`src/rtl/dm_access_ctrl_pkg.sv`:
```
// Shared types and constants for the data-memory access controller.
// State encoding, default timeout and datapath word width.
package dm_access_ctrl_pkg;

  localparam int WORD_W          = 16;
  localparam int DEFAULT_TIMEOUT = 64;
  localparam int DEFAULT_CNT_W   = 7;

  typedef enum logic [1:0] {
    ST_IDLE  = 2'd0,
    ST_ISSUE = 2'd1,
    ST_WAIT  = 2'd2,
    ST_DONE  = 2'd3
  } dm_state_e;

endpackage

```
`src/rtl/dm_access_ctrl_timeout.sv`:
```
// Wait-cycle counter for the memory stage; flags the last allowed
// WAIT cycle so the controller can abort a hung access.
import dm_access_ctrl_pkg::*;

module dm_timeout_ctr #(
  parameter int TIMEOUT_CYCLES = DEFAULT_TIMEOUT,
  parameter int CNT_W          = DEFAULT_CNT_W
) (
  input  logic clk,
  input  logic rst,
  input  logic i_clr,
  input  logic i_en,
  output logic o_expired
);

  logic [CNT_W-1:0] r_cnt;

  // clear on issue, count every waiting cycle
  always_ff @(posedge clk or posedge rst) begin
    if (rst)       r_cnt <= '0;
    else if (i_clr) r_cnt <= '0;
    else if (i_en)  r_cnt <= r_cnt + 1'b1;
  end

  assign o_expired = i_en &&
    (r_cnt == CNT_W'(TIMEOUT_CYCLES - 1));

endmodule

```
`src/rtl/dm_access_ctrl.sv`:
```
// Memory-stage controller: one multi-cycle data-memory access per
// instruction, stalling the pipe. Optional macro: DM_ALIGN_CHECK_EN.
import dm_access_ctrl_pkg::*;

module dm_access_ctrl #(
  parameter int TIMEOUT_CYCLES = DEFAULT_TIMEOUT,
  parameter int CNT_W          = DEFAULT_CNT_W
) (
  input  logic              clk,
  input  logic              rst,
  input  logic [WORD_W-1:0] EXDM_ALU,
  input  logic [WORD_W-1:0] EXDM_RTData,
  input  logic              EXDM_MemRead,
  input  logic              EXDM_MemWrt,
  input  logic              EXDM_HaltSig,
  input  logic              EXDM_err,
  output logic [WORD_W-1:0] mem_addr,
  output logic [WORD_W-1:0] mem_wdata,
  output logic              mem_rd,
  output logic              mem_wr,
  input  logic [WORD_W-1:0] mem_rdata,
  input  logic              mem_done,
  input  logic              mem_err,
  output logic [WORD_W-1:0] DM_rdata,
  output logic              DM_valid,
  output logic              DM_stall,
  output logic              DM_err,
  output logic              DM_HaltSig
);

  dm_state_e r_state;
  dm_state_e w_state_nxt;
  logic      r_is_load;
  logic      w_misalign;
  logic      w_go;
  logic      w_bad;
  logic      w_idle;
  logic      w_accept;
  logic      w_reject;
  logic      w_wait;
  logic      w_wait_end;
  logic      w_expired;

`ifdef DM_ALIGN_CHECK_EN
  assign w_misalign = EXDM_ALU[0];
`else
  assign w_misalign = 1'b0;
`endif

  assign w_go = (EXDM_MemRead ^ EXDM_MemWrt)
              & ~EXDM_err & ~w_misalign;
  assign w_bad = EXDM_err
               | (EXDM_MemRead & EXDM_MemWrt)
               | ((EXDM_MemRead | EXDM_MemWrt) & w_misalign);

  assign w_idle     = (r_state == ST_IDLE);
  assign w_wait     = (r_state == ST_WAIT);
  assign w_accept   = w_idle & w_go;
  assign w_reject   = w_idle & w_bad;
  assign w_wait_end = w_wait & (mem_done | w_expired);

  // stall is immediate on a new request and dropped in DONE
  assign DM_stall = ~rst & (w_accept
                  | (r_state == ST_ISSUE) | w_wait);

  dm_timeout_ctr #(
    .TIMEOUT_CYCLES (TIMEOUT_CYCLES),
    .CNT_W          (CNT_W)
  ) u_tmo (
    .clk       (clk),
    .rst       (rst),
    .i_clr     (r_state == ST_ISSUE),
    .i_en      (w_wait),
    .o_expired (w_expired)
  );

  // state register
  always_ff @(posedge clk or posedge rst) begin
    if (rst) r_state <= ST_IDLE;
    else     r_state <= w_state_nxt;
  end

  // next state; DONE never looks at the still-held request
  always_comb begin
    w_state_nxt = r_state;
    case (r_state)
      ST_IDLE:  if (w_go) w_state_nxt = ST_ISSUE;
      ST_ISSUE: w_state_nxt = ST_WAIT;
      ST_WAIT:  if (mem_done | w_expired) w_state_nxt = ST_DONE;
      ST_DONE:  w_state_nxt = ST_IDLE;
      default:  w_state_nxt = ST_IDLE;
    endcase
  end

  // request capture and single-cycle strobes
  always_ff @(posedge clk or posedge rst) begin
    if (rst) begin
      mem_addr  <= '0;
      mem_wdata <= '0;
      r_is_load <= 1'b0;
      mem_rd    <= 1'b0;
      mem_wr    <= 1'b0;
    end else begin
      mem_rd <= w_accept & EXDM_MemRead;
      mem_wr <= w_accept & EXDM_MemWrt;
      if (w_accept) begin
        mem_addr  <= EXDM_ALU;
        mem_wdata <= EXDM_RTData;
        r_is_load <= EXDM_MemRead;
      end
    end
  end

  // completion status towards DM/WB
  always_ff @(posedge clk or posedge rst) begin
    if (rst) begin
      DM_valid <= 1'b0;
      DM_err   <= 1'b0;
      DM_rdata <= '0;
    end else begin
      DM_valid <= w_reject | w_wait_end;
      if (w_accept)
        DM_err <= 1'b0;
      else if (w_reject)
        DM_err <= 1'b1;
      else if (w_wait_end)
        DM_err <= mem_done ? mem_err : 1'b1;
      if (w_wait & mem_done & r_is_load)
        DM_rdata <= mem_rdata;
    end
  end

  // halt marker follows the pipe only while it advances
  always_ff @(posedge clk or posedge rst) begin
    if (rst)            DM_HaltSig <= 1'b0;
    else if (!DM_stall) DM_HaltSig <= EXDM_HaltSig;
  end

endmodule

```
`config.mk`:
```
export PLATFORM = sky130hd
export DESIGN_NAME = dm_access_ctrl
export DESIGN_NICKNAME = d
export VERILOG_FILES = /design/src/rtl/dm_access_ctrl_pkg.sv /design/src/rtl/dm_access_ctrl_timeout.sv /design/src/rtl/dm_access_ctrl.sv
export SDC_FILE = /design/constraint.sdc
export NUM_CORES = 1
export LEC_CHECK = 0
export ABC_AREA = 1
export CORE_AREA = 2 2 80 82
export CTS_CLUSTER_SIZE = 20
export DETAILED_ROUTE_END_ITERATION = 10
export DIE_AREA = 0 0 82 84
export PLACE_DENSITY = 0.93
export SLEW_MARGIN = 20
export SYNTH_ARGS = -nofsm -noshare
export SYNTH_HDL_FRONTEND = slang
export SYNTH_SLANG_ARGS = --single-unit
```
`constraint.sdc`:
```
create_clock -name clk -period 5.4 [get_ports clk]
set_input_delay 0.54 -clock clk [delete_from_list [all_inputs] [get_ports clk]]
set_output_delay 0.54 -clock clk [all_outputs]
set_load 0.02 [all_outputs]
```
==> impl_metrics.ini <==
[status]
status = complete, no violations

[worst_setup_path]
rr_endpoint = DM_err
endpoint_kind = output port
path_class = input port to output port
crit_path_start_kind = input port
arrival_ps = 2650
required_ps = 4860
cp_max_fo = 39
rr_startpoint = r_state[0]
r2r_setup_slack_ps = 3370
rr_worst_depth = 7

[sta]
finClkSkew_ps = 6.16
finalMaxSlewViolations = 0
hold_viol = 0
slew-limit-headroom = 0.491
rsz0062_at_grt = false
setup_viol_count_final = 0
worst_pin_slew_ps = 764
setup_ws_ps = 2210
tns_ps = 0
fmax_ghz = 0.313
finalCriticalPeriod_ps = 3190
period_share = 0.591

[layout]
antenna_cells = 0
regArea_sq_mm = 0.00158
num-nets-final = 479
drive_above_1_share = 0.0544
nFillCells = 483
multiInputGateArea_sq_um = 947
syn_to_final_growth_pct = 49.1

[hold_path]
hp-class = flip-flop to flip-flop
min_to = DM_rdata[0]
holdPathStages = 2
worstHoldStart = DM_rdata[0]

[logic_synthesis]
seq_area_frac_synth = 0.592
ys_seq_elements = 63
syn_inst = 309
yosysUniqueCellTypes = 20
async_flop_share = 1.00
yosysWarnings = 0
synthTopCellsByCount = 157 x nand2_1, 63 x dfrtp_1, 25 x nand3_1, 13 x inv_1, 12 x nor2_1
netlist_area_sq_mm = 0.00266
synth_top_area_frac = 0.592
synth_edf_count = 0
yosys.area.top_type = dfrtp_1
synth_flop_cell = dfrtp_1
syn_nets = 370
syn_area_per_cell_sq_um = 8.61
synth_area_leaders = dfrtp_1 59%, nand2_1 22%, nand3_1 4.7%
post-synth-top-count-cell = nand2_1

[floorplanning]
start_util = 0.437
rows = 29
die_w_um = 82
dieArea_sq_mm = 0.00689
die_h_um = 84
pin_count = 110
core_area_sq_mm = 0.00610

[detailed_routing]
final_antenna_net_count = 0
wirelength_mm = 6.44
drtIter0Drc = 86
vias = 2394
wl_per_cell_um = 12.9
drc = 0
viasPerCell = 4.79
dr.pass1.iters = 4

[power_and_ir_drop]
power.density_mw_per_mm2 = 566
p_clk_frac = 0.174
p_sw_frac = 0.393
leakagePower_nw = 1.99
seqPwrFrac = 0.365
ir_worst_vdd_mv = 0.279
p_comb_frac = 0.461
switchingPower_w = 0.000882
p_int_w = 0.00136

[clock_network]
post_cts_buffers = 0
clkTransAtPathRegs_ps = 70
hold_buffers = 0
clockBufferDepth = 2
cts-buffers-inserted = 9
cts_sinks = 63
cts_tree = built
insertion_delay_ps = 330
cts-root-buf = clkbuf_8
post_cts_resized = 0
htreeDepth = 3

[grt]
grt_pass1_vias = 2346
grt_pass1_wl_mm = 10.4
grt_usage = 0.197
antenna_found_initial = 0
overflow = 0
grt_max_degree = 65

[placement]
io_buffers = 109
place_ws_ps = 2200
gp_congestion = 0.771
hpwl_mm = 4.64

[run]
cap_violations = 0
[cell usage in the layout (no fill, tap or decap), drive strengths merged, types with 2 or more instances in the layout]
| master | synthesis | layout |
|---|---|---|
| dfrtp | 63 | 63 |
| ha | 5 | 5 |
| inv | 16 | 16 |
| nor2 | 12 | 12 |
| clkbuf | 0 | 10 |
| o21ai | 6 | 6 |
| clkinv | 0 | 4 |
| nand3 | 25 | 25 |
| a21oi | 5 | 5 |
| and3 | 2 | 2 |
| nand2 | 158 | 158 |
| clkdlybuf4s50 | 0 | 109 |
[how the worst max path moves through the flow]
stage,slack [ps],endpoint,cells after the start,start
2_1_floorplan,2590,DM_stall,3,rst
3_3_place_gp,2280,DM_stall,7,EXDM_MemRead
3_5_place_dp,2200,DM_stall,7,EXDM_MemRead
4_1_cts,2190,DM_stall,7,EXDM_MemRead
5_1_grt,2050,DM_stall,7,EXDM_MemWrt
6_report,2210,DM_stall,7,EXDM_MemWrt
[stage by stage]
step	cells	utilization	hold WS, ps	power, W	instance area (sq um)
4_1_cts	500	0.651	478	0.00227	3970
2_1_floorplan	309	-	467	0.00138	2660
6_report	500	0.651	471	0.00225	3970
5_1_grt	500	0.651	499	0.00240	3970
3_5_place_dp	484	0.620	462	0.00187	3780
3_3_place_gp	484	0.620	455	0.00182	3780
[power groups by stage]
stage               Sequential [W]  Clock (W)  Combinational [W]
floorplan                  0.00101          0           0.000378
global placement          0.000814          0            0.00101
detailed placement        0.000822          0            0.00105
CTS                       0.000820   0.000403            0.00105
global route              0.000843   0.000426            0.00114
finish                    0.000820   0.000391            0.00103
[critical path, cell delays in order]
cell             delay, ps
clkdlybuf4s50_1        450
ha_1                   350
nand3b_4               350
nand2_1                170
nand2_1                 90
inv_2                   90
clkdlybuf4s50_1        600
[cells by family after synthesis]
logic type / count (synthesis) / share of synthesized area
and+or+nand+nor: 202 / 0.312
adders and majority gates: 5 / 0.0235
DFF: 63 / 0.592
buffers and inverters: 28 / 0.0517
AOI/OAI and AO/OA: 11 / 0.0207
[sequential cells by signal, summed over array words and instances (netlist names)]
register	flops
DM_rdata	16
mem_addr	16
mem_wdata	16
u_tmo.r_cnt	7
r_state	2
DM_HaltSig	1
DM_err	1
DM_valid	1
mem_rd	1
mem_wr	1
r_is_load	1
[routing by layer]
metal / vias up / global-route usage / share of wire
met1: 1126 / 0.241 / 0.42
met2: 86 / 0.327 / 0.50
met5: - / 0 / 0
met3: 8 / 0.0433 / 0.058
li1: 1174 / - / -
met4: 0 / 0.0879 / 0.017
[cell type report]
cell class | instances | area share
clock buffers | 10 | 0.0322
flip-flops and latches | 63 | 0.397
repair buffers | 110 | 0.277
well taps | 77 | 0.0243
inverters | 16 | 0.0151
clock inverters | 6 | 0.0155
multi-input cells | 218 | 0.239
No activity file was read; power rests on OpenSTA's default activity.
